--- src/rtl/prio_pkg.sv ---
// Shared encoder-family definitions: scan FSM state encoding and the
// zero-extended bit-index width used on every encoder output.
package prio_pkg;

   localparam int IDX_W = 8;

   typedef enum logic {
      IDLE = 1'b0,
      SCAN = 1'b1
   } state_e;

endpackage

--- src/rtl/prio_find.sv ---
// Combinational priority finder: locates the highest or lowest set bit of x_i
// with a log2(WIDTH)-step halving search, and flags words with one bit set.
module prio_find
   import prio_pkg::*;
#(
   parameter int  WIDTH_LOG = 4,
   parameter bit  MSB_FIRST = 1'b1,
   localparam int WIDTH     = 1 << WIDTH_LOG
) (
   input  logic [WIDTH-1:0]     x_i,
   output logic [WIDTH_LOG-1:0] idx_o,
   output logic                 one_o
);

   logic [WIDTH-1:0] win, hi, lo, mask;

   // Each step decides one index bit, from the MSB down, by picking the half
   // of the current window that holds the wanted bit; the window is kept
   // right-aligned so the next step always looks at bits [2^s-1:0].
   always_comb begin
      win   = x_i;
      hi    = '0;
      lo    = '0;
      mask  = '0;
      idx_o = '0;
      for (int s = WIDTH_LOG - 1; s >= 0; s--) begin
         mask = {WIDTH{1'b1}} >> (WIDTH - (1 << s));
         hi   = (win >> (1 << s)) & mask;
         lo   = win & mask;
         if (MSB_FIRST) begin
            idx_o[s] = |hi;
            win      = (|hi) ? hi : lo;
         end else begin
            idx_o[s] = ~|lo;
            win      = (|lo) ? lo : hi;
         end
      end
   end

   assign one_o = (x_i != '0) && ((x_i & (x_i - WIDTH'(1))) == '0);

endmodule

--- src/rtl/prio_scan.sv ---
// Set-bit scanner: loads a word, then streams the index of each set bit, one
// per cycle. Define PRIO_SCAN_EMPTY_EN to report an all-zero word as one beat.
module prio_scan
   import prio_pkg::*;
#(
   parameter int  WIDTH_LOG = 4,
   parameter bit  MSB_FIRST = 1'b1,
   localparam int WIDTH     = 1 << WIDTH_LOG
) (
   input  logic             clk,
   input  logic             rst,
   input  logic             in_valid,
   output logic             in_ready,
   input  logic [WIDTH-1:0] in_x,
   output logic             out_valid,
   input  logic             out_ready,
   output logic [IDX_W-1:0] out_idx,
   output logic             out_last,
   output logic             out_empty
);

`ifdef PRIO_SCAN_EMPTY_EN
   localparam bit EMPTY_EN = 1'b1;
`else
   localparam bit EMPTY_EN = 1'b0;
`endif

   if (WIDTH_LOG < 1 || WIDTH_LOG > 8) begin : g_bad_width
      $error("prio_scan: WIDTH_LOG must be within 1..8");
   end

   state_e               state_q, state_d;
   logic [WIDTH-1:0]     rem_q, rem_d;
   logic                 empty_q, empty_d;
   logic [WIDTH_LOG-1:0] find_idx;
   logic                 find_one;

   prio_find #(
      .WIDTH_LOG (WIDTH_LOG),
      .MSB_FIRST (MSB_FIRST)
   ) u_find (
      .x_i   (rem_q),
      .idx_o (find_idx),
      .one_o (find_one)
   );

   always_comb begin
      state_d   = state_q;
      rem_d     = rem_q;
      empty_d   = empty_q;
      in_ready  = 1'b0;
      out_valid = 1'b0;
      out_idx   = '0;
      out_last  = 1'b0;
      out_empty = 1'b0;
      case (state_q)
         IDLE: begin
            in_ready = 1'b1;
            if (in_valid) begin
               rem_d   = in_x;
               empty_d = EMPTY_EN && (in_x == '0);
               if (in_x != '0 || EMPTY_EN) state_d = SCAN;
            end
         end
         SCAN: begin
            out_valid = 1'b1;
            // An empty-word beat has rem = 0, where the finder result is
            // meaningless, so the index is forced to 0.
            out_idx   = empty_q ? '0 : IDX_W'(find_idx);
            out_last  = find_one | empty_q;
            out_empty = empty_q;
            if (out_ready) begin
               rem_d = rem_q & ~(WIDTH'(1) << find_idx);
               if (out_last) begin
                  state_d = IDLE;
                  empty_d = 1'b0;
               end
            end
         end
         default: state_d = IDLE;
      endcase
   end

   always_ff @(posedge clk) begin
      if (rst) begin
         state_q <= IDLE;
         rem_q   <= '0;
         empty_q <= 1'b0;
      end else begin
         state_q <= state_d;
         rem_q   <= rem_d;
         empty_q <= empty_d;
      end
   end

endmodule

--- config.mk ---
export PLATFORM = sky130hd
export DESIGN_NAME = prio_scan
export DESIGN_NICKNAME = d
export VERILOG_FILES = /design/src/rtl/prio_pkg.sv /design/src/rtl/prio_find.sv /design/src/rtl/prio_scan.sv
export SDC_FILE = /design/constraint.sdc
export NUM_CORES = 1
export LEC_CHECK = 0
export ABC_AREA = 1
export CAP_MARGIN = 10
export CORE_ASPECT_RATIO = 1.25
export CORE_MARGIN = 2
export CORE_UTILIZATION = 50
export DETAILED_ROUTE_END_ITERATION = 8
export GPL_TIMING_DRIVEN = 0
export MAX_ROUTING_LAYER = met4
export PLACE_DENSITY = 0.8
export SETUP_SLACK_MARGIN = 0.5
export SYNTH_ARGS = -nofsm -noshare
export SYNTH_HDL_FRONTEND = slang
export SYNTH_SLANG_ARGS = --single-unit
export TNS_END_PERCENT = 50
--- constraint.sdc ---
create_clock -name clk -period 2.4 [get_ports clk]
set_clock_uncertainty 0.15 [all_clocks]
set_input_delay 0.48 -clock clk [delete_from_list [all_inputs] [get_ports clk]]
set_output_delay 0.48 -clock clk [all_outputs]
set_load 0.05 [all_outputs]
Word-level counts from Yosys, hierarchy flattened
Cells that the tools add are included.
{"block": "op_classes", "n_mux": 21, "n_addsub": 1, "n_shift": 1, "n_reduce_logical": 9, "n_bitwise": 5, "eq_ne": 3}
{"op": "16-bit AND", "count": 2}
{"op": "16-bit 2-to-1 mux", "count": 2}
{"op": "16-bit case mux with 2 select lines", "count": 1}
{"op": "16-bit nonzero test", "count": 2}
{"op": "16-bit logical NOT", "count": 1}
{"op": "16-bit NOT", "count": 1}
{"op": "1-bit by 4-bit << shifter with 16-bit output, first input constant", "count": 1}
{"op": "16-bit by 1-bit subtractor with 16-bit output, second input constant", "count": 1}
{"op": "4-bit 2-to-1 mux", "count": 3}
{"op": "1-bit 2-to-1 mux", "count": 11}
{"op": "8-bit 2-to-1 mux", "count": 1}
{"op": "8-bit OR reduction", "count": 1}
{"op": "2-bit inequality test, second input constant", "count": 2}
{"op": "1-bit case mux with 2 select lines", "count": 2}
{"op": "4-bit OR reduction", "count": 1}
{"op": "3-bit AND reduction", "count": 1}
{"op": "2-bit 2-to-1 mux", "count": 1}
{"op": "2-bit by 1-bit inequality test with 1-bit output, second input constant", "count": 1}
{"op": "2-bit AND reduction", "count": 1}
{"op": "2-bit OR reduction", "count": 1}
{"op": "1-bit logical AND", "count": 1}
{"op": "1-bit NOT", "count": 1}
{"op": "1-bit OR", "count": 1}
{"block": "word_totals", "in_bits": 20, "reg_bits": 18, "word_cells": 43}

Depth between registers and ports, before layout
Gate-level depths: netlist (run 1).
{"block": "depth", "ltp_word": 11, "depth_mapped": 14}

By module
A second synthesis (run 1) with hierarchy kept.
{"block": "unflattened", "cells_unflattened": 237, "hier_area_um2": 1473.9}
{"mod": "prio_scan", "area_per_inst_um2": 1009.7, "n_inst": 1, "cells_each": 145}
{"mod": "prio_find", "area_per_inst_um2": 464.2, "n_inst": 1, "cells_each": 92}

Least setup slack after synthesis (run 1)
OpenSTA, ideal clock, no wires.
{"block": "synth_path", "kind": "reg-to-output", "start": "reg state_q", "end": "out out_idx[0]", "stages_incl_launch_ff": 4, "path_buffers": 1, "path_slack_ps": -945, "t_arrival_ps": 2715, "cell_sequence": "dfxtp_1 clkbuf_1 clkinv_1 a211oi_1"}
{"block": "synth_between", "elab_chain_cells": 1}
{"element": "start: declaration", "line_no": "prio_scan.sv:32", "text": "state_e state_q, state_d;"}
{"element": "start signal: assignment", "line_no": "prio_scan.sv:90", "text": "state_q <= state_d;"}
{"element": "4-bit 2-to-1 mux", "line_no": "prio_scan.sv:56", "text": "case (state_q)"}
{"element": "end: declaration", "line_no": "prio_scan.sv:17", "text": "output logic [IDX_W-1:0] out_idx,"}
Every way passes these cells.

Worst setup path in the final report (run 1)
{"block": "layout_path", "start": "reg rem_q[8]", "end": "out out_idx[0]"}
{"block": "layout_between", "elab_chain_cells": 8}
{"element": "start: declaration", "line_no": "prio_scan.sv:33", "text": "logic [WIDTH-1:0] rem_q, rem_d;"}
{"element": "start signal: assignment", "line_no": "prio_scan.sv:91", "text": "rem_q <= rem_d;"}
{"element": "8-bit OR reduction *", "line_no": "prio_find.sv:32", "text": "win = (|hi) ? hi : lo;"}
{"element": "8-bit 2-to-1 mux *", "line_no": "prio_find.sv:32"}
{"element": "4-bit OR reduction", "line_no": "prio_find.sv:32"}
{"element": "4-bit 2-to-1 mux *", "line_no": "prio_find.sv:32"}
{"element": "2-bit OR reduction", "line_no": "prio_find.sv:32"}
{"element": "2-bit 2-to-1 mux *", "line_no": "prio_find.sv:32"}
{"element": "4-bit 2-to-1 mux *", "line_no": "prio_scan.sv:69", "text": "out_idx = empty_q ? '0 : IDX_W'(find_idx);"}
{"element": "4-bit 2-to-1 mux *", "line_no": "prio_scan.sv:56"}
Every way passes the cells marked *; elsewhere a longest branch is shown, timed or not.

==> flow_summary.yaml, run 1 <==
pwr:
  power.leakage_nw: 1.03
  ir_worst_vdd_mv: 0.515
  power-per-cell-area_mw_per_mm2: 608
synthesis:
  ys_seq_elements: 17
  yosysTopAreaCell: "dfxtp_1"
  syn_avg_cell_area_um2: 6.11
  synth_top_area_frac: 0.241
  synth.area.top_cells: "dfxtp_1 (24%), nand2_1 (14%), o21ai_0 (11%)"
  synth_area_mm2: 0.00141
  synth.distinct_cells: 29
  ys_seq_area_frac: 0.241
  syn_inst: 231
  yosys_warnings: 0
routing:
  viasPerCell: 5.83
  first_iter_violations: 116
  drc: 0
  wl_met3_um: 487
  wl_met1_mm: 2.15
  firstDrtPassIters: 4
  vias: 1930
  wl_met2_mm: 2.91
  wire_per_inst_um: 18.0
  totalWireLength_mm: 5.95
  ant_nets: 0
  top_layer_used: "met4"
run_status:
  status: "complete, but fails checks"
  failed_checks: "setup timing"
worst_setup_path:
  criticalPathCategory: "flip-flop to output port"
  critPathMaxFanout: 4
  critPathTopFamily: "simple AND/OR/NAND/NOR gates"
  cp_num_buf_inv: 3
  cp_cell_sequence: "nor2_4 > nand2_2 > nor2_4 > inv_4 > o21ai_0 > nand3_2 > nand2_2 > nor2_4 > buf_6 > a211oi_4 > buf_6"
  start_kind: "flip-flop"
  worstSetupEndpointType: "output port"
  cpPeakStageDelay_ns: 0.39
  required_ns: 1.77
  worstSetupStartpoint: "rem_q[8]$_SDFFE_PP0P_"
  reg2reg_from: "rem_q[8]$_SDFFE_PP0P_"
  arrival_ns: 2.16
  cp_common_cell: "nor2_4"
  cp_slowest_cell: "dfxtp_4"
grt:
  grt_pass1_vias: 1785
  antenna_found_initial: 0
  grt_pass1_wl_mm: 8.05
  grt_max_degree: 11
  grt_use_total: 0.332
  overflow: 0
placed_design:
  placedCellCount: 295
  port_buffers: 26
  dp_hpwl_mm: 3.14
  place_ws_ns: -0.721
  gp_congestion: 0.901
floorplanning:
  core_mm2: 0.00268
  rows: 21
  die_y_um: 63.4
  start_util: 0.527
  num_io_pins: 32
  fp.dieW_um: 51.5
  dieArea_mm2: 0.00327
cts:
  htreeDepth: 1
  clk_pin_slew_worst_paths_ns: 0.13
  cts_root_buf: "clkbuf_4"
  cts_num_sinks: 17
  ctsHoldBuffers: 0
  numCtsBuffers: 3
  clockBufferDepth: 2
  clkLatencyLatePin_ns: 0.31
  cts_tree: "yes"
sta:
  finalSetupViolCount: 5
  final_max_slew_viol_count: 0
  layout_setup_ws_ns: -0.386
  fin_crit_ns: 2.79
  hold_viol: 0
  finalCritPeriodShare: 1.16
  grt_setup_unrepaired: "true"
  clock.fmax_mhz: 359
finish:
  antenna-diode-count: 0
  drive_gt1_frac: 0.424
  stdcell_count: 331
  final_core_util: 0.869
  nNetsFinal: 318
  area_growth_pct: 65.1
run:
  maxCapViolCount: 0
worst_hold_path:
  hold_path.class: "flip-flop to flip-flop"
  holdCritStartpoint: "rem_q[3]$_SDFFE_PP0P_"
## kinds of logic after synthesis
family,Yosys count,synth area share
AND/OR/NAND/NOR,111,0.387
AO/OA/AOI/OAI,60,0.230
buffers and inverters,42,0.139
flip-flops,17,0.241
other,1,0.00266
## path summary, 6_finish.rpt
kind	endpoint	slack, ns	depth (start not counted)
setup / recovery	out_idx[0]	-0.39	11
hold / removal	rem_q[3]$_SDFFE_PP0P_	0.38	2
setup reg to reg	rem_q[12]$_SDFFE_PP0P_	0.14	16
hold reg to reg	rem_q[3]$_SDFFE_PP0P_	0.38	2
## synthesized netlist by cell type, drive strengths merged
library cell	number
nand3	9
nor4	4
buf	8
clkinv	1
or2	2
inv	28
o21ai	34
nor3	3
clkbuf	5
nand2	58
o211ai	2
nand4	10
a211oi	2
dfxtp	17
o21bai	1
a21oi	21
nor2	25
conb	1
## power breakdown
group          switching, mW  total (mW)  internal, mW
clock                  0.108       0.170        0.0622
sequential            0.0427       0.357         0.314
combinational          0.524       0.888         0.365
## final cells by class
class | count | area (um2)
Multi-Input combinational cell | 176 | 1140
Timing Repair Buffer | 58 | 531
Buffer | 13 | 90.1
Fill cell | 151 | 350
Clock inverter | 1 | 5.00
Sequential cell | 17 | 379
Inverter | 29 | 119
Tap cell | 34 | 42.5
Clock buffer | 3 | 22.5
## through the flow
| stage | hold slack [ns] | TNS (ns) | power [mW] | cell area (um2) |
|---|---|---|---|---|
| final | 0.383 | -1.26 | 1.42 | 2330 |
| after global routing | 0.406 | -1.41 | 1.47 | 2330 |
| after CTS | 0.375 | -0.746 | 1.24 | 2150 |
| after detailed placement | 0.348 | -2.24 | 0.911 | 1810 |
| after global placement | 0.342 | -2.15 | 0.904 | 1810 |
| after floorplan | 0.308 | -0.0186 | 0.770 | 1510 |
## state kept, by name (all words and copies together), names as in the netlist
register / flops
state_q: 1
rem_q: 16
## cell usage in the layout, fill, tap and decap left out, types with 8 or more instances in the layout
master and count:
nand2_1 47, o21ai_0 29, dfxtp_4 9, inv_1 25, buf_4 32, buf_6 9, nor2_4 16, a21oi_1 12
clkdlybuf4s50_1 19, nand4_1 10, a21oi_2 8
## worst register-to-register path, cell delays in order (launching register included)
cell and delay [ns]:
dfxtp_4 0.39, nor2_4 0.12, nand2_2 0.09, nor2_4 0.19, buf_8 0.15, nand2_4 0.06, nand2_4 0.07, nor2_4 0.05
nand3_2 0.05, nand2_2 0.06, nor2_4 0.16, buf_6 0.15, buf_6 0.09, buf_6 0.12, nand4_1 0.11, nand2_1 0.10
a21oi_1 0.06
## routing by layer
metal  GRT usage  vias to the layer above
met4       0.181                        0
met2       0.535                      132
met1       0.398                      872
met5           -                        -
li1            -                      890
met3      0.0355                       36
## repair_timing
item                       CTS  global route
gates resized for setup     73            35
gates cloned                 0             0
setup endpoints to repair   21            22
pin swaps                   31            24
setup buffers               25             7
No activity file was read; power rests on OpenSTA's default activity.
==> run 2, diff against run 1 <==
SKIP_CTS_REPAIR_TIMING = 1   (was unset)
==> flow_summary.yaml, run 2 (synthesized netlist as in run 1, its figures left out) <==
run_status:
  status: "complete, but fails checks"
  failed_checks: "setup timing"
finish:
  drive_gt1_frac: 0.371
  largest-register: "rem_q"
  nNetsFinal: 312
  largestRegisters: "rem_q: 16 flops, state_q: 1 flops"
  antenna-diode-count: 0
  layout_commonest_cell: "nand2_1"
  design_area_mm2: 0.00221
  largest_reg_flops: 16
  mostFrequentLayoutCells: "nand2_1 (49), o21ai_0 (28), buf_4 (24)"
  area_growth_pct: 56.4
worst_setup_path:
  cp_num_buf_inv: 4
  cp_common_cell: "nor2_4"
  cpPeakStageDelay_ns: 0.39
  cp_cell_sequence: "nor2_4 > nand2_2 > nor2_4 > buf_8 > buf_12 > a21oi_1 > o21ai_2 > inv_2 > a211oi_4 > buf_6"
  arrival_ns: 2.18
  start_kind: "flip-flop"
  r2r_cells: 21
  r2r_end: "rem_q[4]$_SDFFE_PP0P_"
  critPathTopFamily: "buffers and inverters"
  crit_end: "out_idx[0]"
  ff2ff_setup_slack_ns: -0.31
  criticalPathCategory: "flip-flop to output port"
  required_ns: 1.77
  worstSetupEndpointType: "output port"
  cp_slowest_cell: "dfxtp_4"
  critPathMaxFanout: 6
  reg2reg_from: "rem_q[15]$_SDFFE_PP0P_"
  critical_path_depth: 10
  worstSetupStartpoint: "rem_q[15]$_SDFFE_PP0P_"
cts:
  htreeDepth: 1
  clockBufferDepth: 2
  numCtsBuffers: 3
  clkLatencyLatePin_ns: 0.30
  clk_pin_slew_worst_paths_ns: 0.11
  cts_root_buf: "clkbuf_4"
  cts_num_sinks: 17
  cts_tree: "yes"
grt:
  overflow: 0
  grt_use_total: 0.268
  grt_max_degree: 11
  antenna_found_initial: 0
  grt_pass1_vias: 1457
  grt_pass1_wl_mm: 6.51
sta:
  grt_setup_unrepaired: "true"
  final_max_slew_viol_count: 0
  finalCritPeriodShare: 1.17
  clock.fmax_mhz: 356
  hold_viol: 0
  fin_crit_ns: 2.81
  finalSetupViolCount: 9
  layout_setup_ws_ns: -0.411
floorplanning:
  fp.dieW_um: 51.5
  num_io_pins: 32
  dieArea_mm2: 0.00327
  core_mm2: 0.00268
  rows: 21
  die_y_um: 63.4
  start_util: 0.527
routing:
  viasPerCell: 5.80
  ant_nets: 0
  wire_per_inst_um: 16.0
  vias: 1885
  drc: 0
  first_iter_violations: 138
  firstDrtPassIters: 5
  totalWireLength_mm: 5.21
placed_design:
  placed_cell_area_mm2: 0.00181
  place_ws_ns: -0.721
  port_buffers: 26
  gp_congestion: 0.901
  dp_hpwl_mm: 3.14
pwr:
  ir_worst_vdd_mv: 0.506
  power.leakage_nw: 0.999
  power-per-cell-area_mw_per_mm2: 611
run:
  maxCapViolCount: 0
worst_hold_path:
  hold_path.class: "flip-flop to flip-flop"
[run 2: tightest hold or removal path: cells and delay by family (launching register included)]
family          cells  cell delay (ns)
compound gates      1             0.05
simple gates        1             0.06
flops               1             0.39
[run 2: metal layers]
metal	wire, um	vias to the layer above	GRT usage
met1	1980	846	0.356
met2	2600	133	0.439
met5	0	-	-
li1	-	879	-
met3	405	27	0.0142
met4	225	0	0.0757
[run 2: where the power goes]
part	internal, mW	switching, mW
clock	0.0622	0.106
combinational	0.355	0.462
sequential	0.314	0.0482
total	0.732	0.617
[run 2: layout make-up]
cell class              instances  area, um2
plain buffers                  13       92.6
flip-flops and latches         17        370
clock inverters                 1       5.00
multi-input cells             176       1050
repair buffers                 52        507
inverters                      29        116
well taps                      34       42.5
clock buffers                   3       22.5
fillers                       184        473
[run 2: worst min-delay path by stage]
stage | from | to | slack (ns) | cells after the start
after detailed placement | rem_q[15]$_SDFFE_PP0P_ | rem_q[15]$_SDFFE_PP0P_ | 0.35 | 2
after floorplan | rem_q[11]$_SDFFE_PP0P_ | rem_q[11]$_SDFFE_PP0P_ | 0.31 | 2
final | rem_q[15]$_SDFFE_PP0P_ | rem_q[15]$_SDFFE_PP0P_ | 0.38 | 2
after global routing | rem_q[15]$_SDFFE_PP0P_ | rem_q[15]$_SDFFE_PP0P_ | 0.40 | 2
after global placement | rem_q[15]$_SDFFE_PP0P_ | rem_q[15]$_SDFFE_PP0P_ | 0.34 | 2
after CTS | rem_q[15]$_SDFFE_PP0P_ | rem_q[15]$_SDFFE_PP0P_ | 0.36 | 2
[run 2: through the flow]
stage	total power [mW]	hold slack (ns)	setup TNS, ns	util	std cells
after global routing	1.41	0.398	-3.46	0.824	325
after floorplan	0.770	0.308	-0.0186	-	235
after global placement	0.904	0.342	-2.15	0.676	295
after detailed placement	0.911	0.348	-2.24	0.676	295
after CTS	1.07	0.365	-3.84	0.686	299
final	1.35	0.377	-2.54	0.824	325
